<file path="src/rtl/sw_debounce_if.sv">
// Switch-conditioning signal bundle between the switch debouncer and its
// software-facing register side.
interface sw_debounce_if #(
    parameter int WIDTH = 10
);
    logic [WIDTH-1:0] sw_raw;
    logic [WIDTH-1:0] sw_clean;
    logic [WIDTH-1:0] changed;
    logic [WIDTH-1:0] clear;
    logic [WIDTH-1:0] irq_mask;
    logic             irq;

    modport master (
        output sw_raw,
        output clear,
        output irq_mask,
        input  sw_clean,
        input  changed,
        input  irq
    );

    modport slave (
        input  sw_raw,
        input  clear,
        input  irq_mask,
        output sw_clean,
        output changed,
        output irq
    );
endinterface

</file>
<file path="src/rtl/sw_debounce.sv">
// Slide-switch conditioner: two-flop synchronizer, per-bit debounce counter,
// sticky change flags with write-one-to-clear, and a maskable level interrupt.
module sw_debounce #(
    parameter  int WIDTH         = 10,
    parameter  int STABLE_CYCLES = 1000000,
    localparam int CNT_W         = $clog2(STABLE_CYCLES)
) (
    input  logic          clk,
    input  logic          reset_n,
    sw_debounce_if.slave  bus
);
    localparam logic [CNT_W-1:0] LAST_CNT = CNT_W'(STABLE_CYCLES - 1);

    logic [WIDTH-1:0] r_s1;
    logic [WIDTH-1:0] r_s2;
    logic [WIDTH-1:0] r_clean;
    logic [CNT_W-1:0] r_cnt [WIDTH];
    logic [WIDTH-1:0] r_changed;
    logic             r_irq;
    logic [WIDTH-1:0] w_accept;

    // A bit is accepted once it has disagreed with the clean level long enough.
    always_comb begin
        w_accept = '0;
        for (int i = 0; i < WIDTH; i++) begin
            w_accept[i] = (r_s2[i] != r_clean[i]) && (r_cnt[i] == LAST_CNT);
        end
    end

    always_ff @(posedge clk or negedge reset_n) begin
        if (!reset_n) begin
            r_s1 <= '0;
            r_s2 <= '0;
        end else begin
            r_s1 <= bus.sw_raw;
            r_s2 <= r_s1;
        end
    end

    // Any return to the clean level restarts that bit's count from zero.
    always_ff @(posedge clk or negedge reset_n) begin
        if (!reset_n) begin
            r_clean <= '0;
            for (int i = 0; i < WIDTH; i++) begin
                r_cnt[i] <= '0;
            end
        end else begin
            for (int i = 0; i < WIDTH; i++) begin
                if (r_s2[i] == r_clean[i]) begin
                    r_cnt[i] <= '0;
                end else if (w_accept[i]) begin
                    r_clean[i] <= r_s2[i];
                    r_cnt[i]   <= '0;
                end else begin
                    r_cnt[i] <= r_cnt[i] + 1'b1;
                end
            end
        end
    end

    // A new acceptance wins over a clear strobe arriving in the same cycle.
    always_ff @(posedge clk or negedge reset_n) begin
        if (!reset_n) begin
            r_changed <= '0;
            r_irq     <= 1'b0;
        end else begin
            r_changed <= (r_changed & ~bus.clear) | w_accept;
            r_irq     <= |(r_changed & bus.irq_mask);
        end
    end

    assign bus.sw_clean = r_clean;
    assign bus.changed  = r_changed;
    assign bus.irq      = r_irq;
endmodule

</file>
<file path="src/flat_wrapper.sv">
// flat-port wrapper written by rule: the top's interface ports become plain ports
module sw_debounce_flat 
#(
    parameter  int WIDTH         = 10,
    parameter  int STABLE_CYCLES = 1000000,
    localparam int CNT_W         = $clog2(STABLE_CYCLES)
)
  (clk, reset_n, bus_sw_raw, bus_clear, bus_irq_mask, bus_sw_clean, bus_changed, bus_irq);
  sw_debounce_if #(.WIDTH(WIDTH)) bus_i ();
  input  logic clk;
  input  logic reset_n;
  input wire logic [$bits(bus_i.sw_raw)-1:0] bus_sw_raw;
  input wire logic [$bits(bus_i.clear)-1:0] bus_clear;
  input wire logic [$bits(bus_i.irq_mask)-1:0] bus_irq_mask;
  output wire logic [$bits(bus_i.sw_clean)-1:0] bus_sw_clean;
  output wire logic [$bits(bus_i.changed)-1:0] bus_changed;
  output wire logic [$bits(bus_i.irq)-1:0] bus_irq;
  assign bus_i.sw_raw = bus_sw_raw;
  assign bus_i.clear = bus_clear;
  assign bus_i.irq_mask = bus_irq_mask;
  assign bus_sw_clean = bus_i.sw_clean;
  assign bus_changed = bus_i.changed;
  assign bus_irq = bus_i.irq;
  sw_debounce #(.WIDTH(WIDTH), .STABLE_CYCLES(STABLE_CYCLES)) u_core (.clk(clk), .reset_n(reset_n), .bus(bus_i));
endmodule
</file>
<file path="config.mk">
export PLATFORM = sky130hd
export DESIGN_NAME = sw_debounce_flat
export DESIGN_NICKNAME = d
export VERILOG_FILES = /design/src/rtl/sw_debounce_if.sv /design/src/rtl/sw_debounce.sv /design/src/flat_wrapper.sv
export SDC_FILE = /design/constraint.sdc
export NUM_CORES = 1
export LEC_CHECK = 0
export CORE_MARGIN = 5
export CORE_UTILIZATION = 25
export DETAILED_ROUTE_END_ITERATION = 16
export HOLD_SLACK_MARGIN = 0.06
export SLEW_MARGIN = 20
export SYNTH_ARGS = -nofsm -noshare
export SYNTH_HDL_FRONTEND = slang
export SYNTH_SLANG_ARGS = --single-unit
</file>
<file path="constraint.sdc">
create_clock -name clk -period 1.7 [get_ports clk]
set_input_delay 0.34 -clock clk [delete_from_list [all_inputs] [get_ports clk]]
set_output_delay 0.34 -clock clk [all_outputs]
set_load 0.05 [all_outputs]
</file>
==> out/results.ini, run 1 <==
[sta]
finalMaxSlewViolations=0
period_share=1.00
finalHoldViolCount=0
finalCriticalPeriod_ps=1700
rsz0062_at_grt=yes
skew_ps=8.37
fmaxAchievable_mhz=587
fin_hold_ws_ps=224
max_slew_margin=0.726
worst_slew_pin_slew_ps=407
fin_ws_ps=-3.68
setup_viol=1

[logic_synthesis]
synth_fp_nets=1192
synth-simple-area-share=0.257
synthXorXnorAreaFrac=0.114
synthTopCellsByArea=dfrtp_1 (52%), xnor2_1 (6.9%), nor2_1 (5.6%)
synth_cell_type_count=48
synth.most_common_cell=dfrtp_1
syn_inst=1150
seq_area_frac_synth=0.525
yosys-top-cells-count=dfrtp_1 (241), nor2_1 (171), xnor2_1 (91), nand3_1 (79), nand2_1 (63)
netlist.area_leader.share=0.525
synth_top_family_by_area=simple AND/OR/NAND/NOR gates
avgSynthCellArea_um2=10.0
synth_warnings=0
synthMuxAreaShare=0.0107
synth-compound-area-share=0.0586
synth_top_area_cell=dfrtp_1
synthArstFlopShare=1.00
synth-edff-count=0
ys_seq_elements=241
syn_area_um2=11500
ys.flop_type=dfrtp_1
synth-adder-area-share=0.0109

[detailed_routing]
wire_per_inst_um=13.2
num_vias=9261
drtIter0Drc=435
wl_um=26200
vias_per_cell=4.67
dr.pass1.iters=7
drtAntennaViolNets=0
drc=0

[grt]
grt_util_met1=0.132
grt_pass1_vias=9257
busiest_layer=met2
grt_usage=0.100
grt_pass1_wl_um=44100
grt_max_degree=62
grt-ovfl-total=0
met2_usage=0.169
antenna_found_initial=0
use_met3=0.0134

[critical_path]
critPathMaxStageDelay_ps=480
worstPathRequired_ps=2180
end_kind=register
crit_fanout=6
worstPathCellList=nand4_1 > or3_4 > or3_1 > a21oi_1
path_class=register to register
crit_slowest_cell=or3_4
cp-start-kind=register
crit_arrival_ps=2180
critPathBufInv=0
path_delay_family=simple AND/OR/NAND/NOR gates

[floorplan]
die_w_um=224
fp.dieArea_um2=50400
start_util=0.253
row_count=78
coreArea_um2=45500
die_h_um=224
num_io_pins=53

[place]
place_congestion=0.833
dpl_worst_slack_ps=-40.0
hpwlAfterDp_um=17700
io_buffers=52

[power]
p_total_mw=13.0
ir_drop_mv=0.623
power.leakage_nw=6.23
powerDensity_nw_per_um2=850

[clock_network]
cts_tree=built
cts_num_sinks=241
cts_made_buffers=29
cts_buffer_depth=3
clock-root-buffer=clkbuf_16
cts-htree-levels=1
clkLatencyLatePin_ps=560
cts.clk_slew.worst_paths_ps=60

[layout]
diodes=0
drive_above_1_share=0.237
final_nets=1406
fin_util=0.337
area_delta_synth_final_pct=33.3
fillCellCount=4658

[run_status]
violations=setup timing
outcome=finished, violations left

[job]
drv_cap=0

[worst_hold_path]
min_path_type=input pin to register

[stage by stage]
step	std cells	instance area, um^2	TNS (ps)
floorplan	1150	11500	0
global placement	1903	13700	-72.5
detailed placement	1903	13700	-109
CTS	1958	14800	-3.20
global route	1985	15300	-591
finish	1985	15300	-3.68
[cell usage in the layout (no fill, tap or decap), drive strengths merged, types with 11 or more instances in the layout]
cell | netlist | final
and4 | 11 | 11
xor2 | 59 | 59
xnor2 | 91 | 91
or4 | 18 | 18
nand4 | 59 | 59
nor3 | 39 | 39
nor4 | 42 | 42
dfrtp | 241 | 241
and3 | 20 | 20
clkdlybuf4s50 | 0 | 30
o31ai | 18 | 18
a21oi | 40 | 40
nand2 | 63 | 63
clkbuf | 29 | 38
nand3 | 79 | 79
nand4b | 11 | 11
nor2 | 171 | 171
or3 | 22 | 22
inv | 38 | 40
buf | 4 | 185
o21ai | 21 | 21
[timing repair]
action | 4_1_cts | 5_1_grt
setup endpoints to repair | 5 | 145
gates cloned | 0 | 2
gates resized for setup | 7 | 89
pin swaps | 1 | 22
hold endpoints to repair | 241 | 0
hold buffers | 1 | 0
setup buffers | 2 | 25
[sequential cells by signal, summed over array words and instances (netlist names)]
signal               count
u_core.r_cnt           200
u_core.bus.changed      10
u_core.bus.sw_clean     10
u_core.r_s1             10
u_core.r_s2             10
u_core.bus.irq           1
[logic make-up (layout without fill, tap and decap cells)]
group,Yosys count,count (layout)
xor+xnor,150,150
buf+inv,71,306
flops,241,241
mux,11,11
simple gates,562,562
compound gates,105,105
fa+ha+maj,10,10
[layer usage]
| layer | part of all wire | vias up |
|---|---|---|
| li1 | - | 4521 |
| met1 | 0.46 | 4576 |
| met2 | 0.48 | 118 |
| met3 | 0.030 | 46 |
| met4 | 0.029 | 0 |
| met5 | 0 | - |
[power by group]
part	leakage, nW	switching [mW]	internal (mW)
Sequential	3.26	0.0705	5.82
Combinational	2.46	0.316	0.248
Clock	0.498	2.48	4.10
Total	6.23	2.87	10.2
[cell type report]
type / instances / area, um^2 / share of cell area
flip-flops and latches: 241 / 6050 / 0.395
multi-input cells: 838 / 5510 / 0.360
repair buffers: 216 / 1850 / 0.120
clock buffers: 38 / 810 / 0.0528
well taps: 600 / 751 / 0.0490
clock inverters: 14 / 211 / 0.0138
inverters: 38 / 143 / 0.00931
[path summary, 6_finish.rpt]
check	startpoint	to	slack, ps	cells after the start
worst max-delay path	u_core.r_cnt[188]$_DFF_PN0_	u_core.r_cnt[196]$_DFF_PN0_	-4	4
worst min-delay path	bus_sw_raw[4]	u_core.r_s1[4]$_DFF_PN0_	220	1
worst max register to register	u_core.r_cnt[188]$_DFF_PN0_	u_core.r_cnt[196]$_DFF_PN0_	-4	4
worst min register to register	u_core.r_s1[0]$_DFF_PN0_	u_core.r_s2[0]$_DFF_PN0_	340	0
max in group asynchronous	reset_n	u_core.r_cnt[168]$_DFF_PN0_	860	3
min in group asynchronous	reset_n	u_core.r_cnt[65]$_DFF_PN0_	230	2
No activity file was read; power rests on OpenSTA's default activity.
==> run 2, diff against run 1 <==
==> constraint.sdc (replaced) <==
create_clock -name clk -period 1.7 [get_ports clk]
set_input_delay 0.17 -clock clk [delete_from_list [all_inputs] [get_ports clk]]
set_output_delay 0.17 -clock clk [all_outputs]
set_load 0.05 [all_outputs]
==> run 2 against run 1 <==
Flip-flop and latch count unchanged. Count of clock-buffer cells in the layout up 6. Via count about the same. Hold slack worse by 98 ps. Power down 3.7%. Combinational power up 4.1%. Clock skew up 20 ps. The flow still finishes with violations (setup timing). First-iteration DRC count up 20%. Core utilization down 0.14 points. Worst setup slack worse by 37 ps.
==> out/results.ini, run 2 (same netlist as run 1, synthesis figures left out) <==
[run_status]
outcome=finished, violations left
violations=setup timing

[detailed_routing]
wl_um=26100
dr.pass1.iters=4
num_vias=9258
wire_per_inst_um=13.1
vias_per_cell=4.62
drc=0
drtIter0Drc=524
drtAntennaViolNets=0

[power]
p_int_mw=9.72
power.leakage_nw=6.26
powerDensity_nw_per_um2=823
p_sw_mw=2.83
ir_drop_mv=0.661
p_comb_frac=0.047
pwr-share-seq=0.470
swShare=0.225
clkPwrFrac=0.484

[grt]
grt_usage=0.100
grt_max_degree=50
grt_pass1_wl_um=43800
met2_usage=0.169
grt-ovfl-total=0
busiest_layer=met2
use_met3=0.0184
antenna_found_initial=0
grt_pass1_vias=9249
grt_util_met1=0.131

[critical_path]
critPathMaxStageDelay_ps=590
worstPathRequired_ps=2150
path_delay_family=simple AND/OR/NAND/NOR gates
rr_worst_depth=6
critPathLaunch=u_core.r_cnt[91]$_DFF_PN0_
cp_common_cell=buf_6
crit_arrival_ps=2190
crit_fanout=6
crit_slowest_cell=or4_4
end_kind=register
critPathBufInv=2
path_class=register to register
r2r-start=u_core.r_cnt[91]$_DFF_PN0_
r2r_end=u_core.r_cnt[95]$_DFF_PN0_
worstPathCellList=nand4_1 > or4_4 > buf_6 > buf_6 > xor2_1 > nor2_1
rrSetupSlack_ps=-40
cp-start-kind=register

[place]
hpwlAfterDp_um=18000
post_dp_cell_area_um2=13700
io_buffers=52
place_congestion=0.831

[floorplan]
row_count=78
coreArea_um2=45500
num_io_pins=53
die_w_um=224
fp.dieArea_um2=50400
start_util=0.253
die_h_um=224

[layout]
fin_util=0.336
fin_area_um2=15300
final_nets=1424
top_register=u_core.r_cnt
largest_reg_flops=200
diodes=0
multi_input_area_um2=5460
regArea_um2=6040
area_delta_synth_final_pct=32.8
drive_above_1_share=0.221
fillCellCount=4606
layout_common_cells=dfrtp_1 (232), buf_4 (181), nor2_1 (171), xnor2_1 (91), nand3_1 (79)
final_common_cell=dfrtp_1

[clock_network]
cts_made_buffers=29
cts_tree=built
cts_buffer_depth=3
clock-root-buffer=clkbuf_16
cts-htree-levels=1
cts.clk_slew.worst_paths_ps=60
clkLatencyLatePin_ps=570
cts_num_sinks=241

[sta]
setup_viol=4
fmaxAchievable_mhz=574
finalCriticalPeriod_ps=1740
period_share=1.02
max_slew_margin=0.714
worst_slew_pin_slew_ps=429
finalMaxSlewViolations=0
tns_ps=-79.4
finalHoldViolCount=0
skew_ps=28.8
rsz0062_at_grt=yes
fin_ws_ps=-41.0

[job]
drv_cap=0

[worst_hold_path]
min_path_type=input pin to asynchronous set/reset pin

[run 2: area by class of cell]
| class | count | share of cell area |
|---|---|---|
| clock buffers | 44 | 0.0539 |
| clock inverters | 8 | 0.00713 |
| inverters | 38 | 0.00935 |
| multi-input cells | 838 | 0.358 |
| flip-flops and latches | 241 | 0.396 |
| well taps | 600 | 0.0492 |
| repair buffers | 234 | 0.126 |
[run 2: per-stage QoR]
stage          hold slack (ps)  std cells  total power [mW]  setup WS [ps]
6_report                   126       2003              12.6          -41.0
5_1_grt                    124       2003              13.1           -110
4_1_cts                    108       1980              12.8          -2.04
3_5_place_dp               113       1913              6.54          -38.9
3_3_place_gp               123       1913              6.53          -10.4
2_1_floorplan             -126       1150              6.18          0.915
[run 2: metal layers]
metal / share of wire / up-vias
met5: 0 / -
met4: 0.027 / 0
met3: 0.032 / 46
met2: 0.49 / 113
met1: 0.46 / 4539
li1: - / 4560
[run 2: worst max-delay path by stage]
stage	end	depth (start not counted)
6_report	u_core.r_cnt[95]$_DFF_PN0_	6
5_1_grt	u_core.r_cnt[95]$_DFF_PN0_	6
4_1_cts	u_core.r_cnt[99]$_DFF_PN0_	4
3_5_place_dp	u_core.r_cnt[17]$_DFF_PN0_	5
3_3_place_gp	u_core.bus.sw_clean[9]$_DFFE_PN0P_	4
2_1_floorplan	u_core.r_cnt[99]$_DFF_PN0_	4
[run 2: timing repair]
item | CTS | global route
setup buffers | 5 | 21
setup endpoints to repair | 7 | 122
hold buffers | 10 | 0
pin swaps | 2 | 23
cloned | 0 | 2
resized for setup | 5 | 70
endpoints found under the hold margin | 250 | 0
[run 2: power groups by stage]
stage	sequential, mW	combinational, mW	clock, mW
final	5.89	0.587	6.07
after CTS	5.89	0.580	6.30
after floorplan	5.99	0.186	0
after global placement	5.99	0.541	0
after detailed placement	6.00	0.548	0
after global routing	5.90	0.670	6.53
==> run 3, diff against run 2 <==
--- a/config.mk
+++ b/config.mk
@@ -5,7 +5,8 @@
 export SDC_FILE = /design/constraint.sdc
 export NUM_CORES = 1
 export LEC_CHECK = 0
-export CORE_MARGIN = 5
+export ABC_AREA = 1
+export CORE_MARGIN = 3
 export CORE_UTILIZATION = 25
 export DETAILED_ROUTE_END_ITERATION = 16
 export HOLD_SLACK_MARGIN = 0.06
==> run 3 against run 2 <==
The flow now finishes without violations. Routed wire length increased by 5.6%. Critical path depth shrank 5. Maximum frequency grew 8.5%. Sequential share of layout area grew 0.55 points. Sequential power about the same. Combinational power down 16%.
==> out/results.ini, run 3 <==
[power]
p_total_mw=11.9
powerDensity_nw_per_um2=791
power.leakage_nw=6.65
ir_drop_mv=0.602

[detailed_routing]
drtIter0Drc=579
wl_um=27600
drtAntennaViolNets=0
dr.pass1.iters=5
drc=0
wire_per_inst_um=11.3
vias_per_cell=4.32
num_vias=10500

[logic_synthesis]
synthArstFlopShare=1.00
syn_area_um2=12700
netlist.area_leader.share=0.475
ys_seq_elements=241
synth.most_common_cell=nor2_1
yosys-top-cells-count=nor2_1 (387), nand2_1 (353), dfrtp_1 (241), inv_1 (199), nand3_1 (137)
synth_fp_nets=1700
ys.flop_type=dfrtp_1
synthTopCellsByArea=dfrtp_1 (48%), nor2_1 (11%), nand2_1 (10%)
synth_warnings=0
synth_cell_type_count=32
avgSynthCellArea_um2=7.65
syn_inst=1658
seq_area_frac_synth=0.475
synth-edff-count=0
synth_top_area_cell=dfrtp_1

[sta]
finalCriticalPeriod_ps=1600
skew_ps=25.3
finalHoldViolCount=0
tns_ps=0
worst_slew_pin_slew_ps=500
fin_ws_ps=95.7
period_share=0.944
finalMaxSlewViolations=0
rsz0062_at_grt=no
setup_viol=0
fmaxAchievable_mhz=623
max_slew_margin=0.668
fin_hold_ws_ps=102

[layout]
regArea_um2=6030
fillCellCount=5242
largest_reg_flops=200
multi_input_area_um2=5770
final_nets=1797
top_register=u_core.r_cnt
fin_area_um2=15000
drive_above_1_share=0.0841
fin_util=0.303
diodes=0
area_delta_synth_final_pct=18.4
final_common_cell=nor2_1
final_cells=2435
layout_common_cells=nor2_1 (387), nand2_1 (352), dfrtp_1 (241), inv_1 (199), nand3_1 (137)

[critical_path]
cp-start-kind=register
rr_worst_depth=8
worstPathRequired_ps=1530
worstPathCellList=dlygate4sd2_1
path_delay_family=buffers and inverters
crit_slowest_cell=dlygate4sd2_1
end_kind=output pin
crit_cells=1
critPathBufInv=1
crit_arrival_ps=1430
critPathMaxStageDelay_ps=530
path_class=register to output pin
crit_fanout=3

[place]
numPlacedInstances=2379
io_buffers=52
dpl_worst_slack_ps=141
hpwlAfterDp_um=20300
place_congestion=0.880
post_dp_cell_area_um2=14100

[clock_network]
cts_buffer_depth=3
cts_tree=built
cts-htree-levels=1
cts.clk_slew.worst_paths_ps=60
cts_num_sinks=241
clkLatencyLatePin_ps=560
clock-root-buffer=clkbuf_16
post-cts-setup-buffers=0
cts_made_buffers=28

[run_status]
outcome=finished, final reports clean

[grt]
grt_pass1_wl_um=48300
grt-ovfl-total=0
grt_usage=0.105
grt_max_degree=47
antenna_found_initial=0
grt_pass1_vias=10300

[floorplan]
die_w_um=231
start_util=0.256
coreArea_um2=49600
die_h_um=231
row_count=81
fp.dieArea_um2=53500
num_io_pins=53

[worst_hold_path]
min_path_type=input pin to asynchronous set/reset pin

[job]
drv_cap=0

==> run 3: worst paths after layout <==
kind | start | to | slack [ps]
min reg2reg | u_core.r_s1[0]$_DFF_PN0_ | u_core.r_s2[0]$_DFF_PN0_ | 350
max | u_core.bus.changed[0]$_DFF_PN0_ | bus_changed[0] | 100
max in group asynchronous | reset_n | u_core.r_s2[3]$_DFF_PN0_ | 960
min in group clk | bus_sw_raw[3] | u_core.r_s1[3]$_DFF_PN0_ | 120
min | reset_n | u_core.r_cnt[76]$_DFF_PN0_ | 100
max reg2reg | u_core.r_cnt[181]$_DFF_PN0_ | u_core.r_cnt[183]$_DFF_PN0_ | 130
==> run 3: power by group <==
| group | internal (mW) | leakage, nW | switching [mW] | total (mW) |
|---|---|---|---|---|
| clock network | 3.16 | 0.400 | 2.35 | 5.52 |
| registers | 5.82 | 3.30 | 0.0547 | 5.88 |
| logic | 0.195 | 2.95 | 0.300 | 0.494 |
| total | 9.18 | 6.65 | 2.71 | 11.9 |
==> run 3: per-layer routing <==
metal | part of all wire | track usage | up-vias
met5 | 0 | 0 | -
met1 | 0.46 | 0.134 | 4991
met4 | 0.019 | 0.0300 | 0
met3 | 0.035 | 0.0150 | 37
met2 | 0.49 | 0.184 | 125
li1 | - | - | 5365
==> run 3: what timing repair did <==
action / in CTS / in global routing
pin swaps: 0 / 0
gates resized for setup: 2 / 2
endpoints found under the hold margin: 250 / 0
endpoints found under the setup margin: 2 / 10
hold buffers: 10 / 0
==> run 3: kinds of logic after synthesis <==
kind of cell	synth area share
and+or+nand+nor	0.344
DFF	0.475
buffers and inverters	0.0712
xor gates and xnor gates	0.0635
AOI/OAI and AO/OA	0.0367
adders and majority gates	0.00986
==> run 3: cell type report <==
class	instances	area share
sequential	241	0.401
multi-input combinational	1190	0.384
tap	664	0.0553
inverter	213	0.0532
clock buffer	43	0.0524
timing repair buffer	81	0.0511
clock inverter	3	0.00267
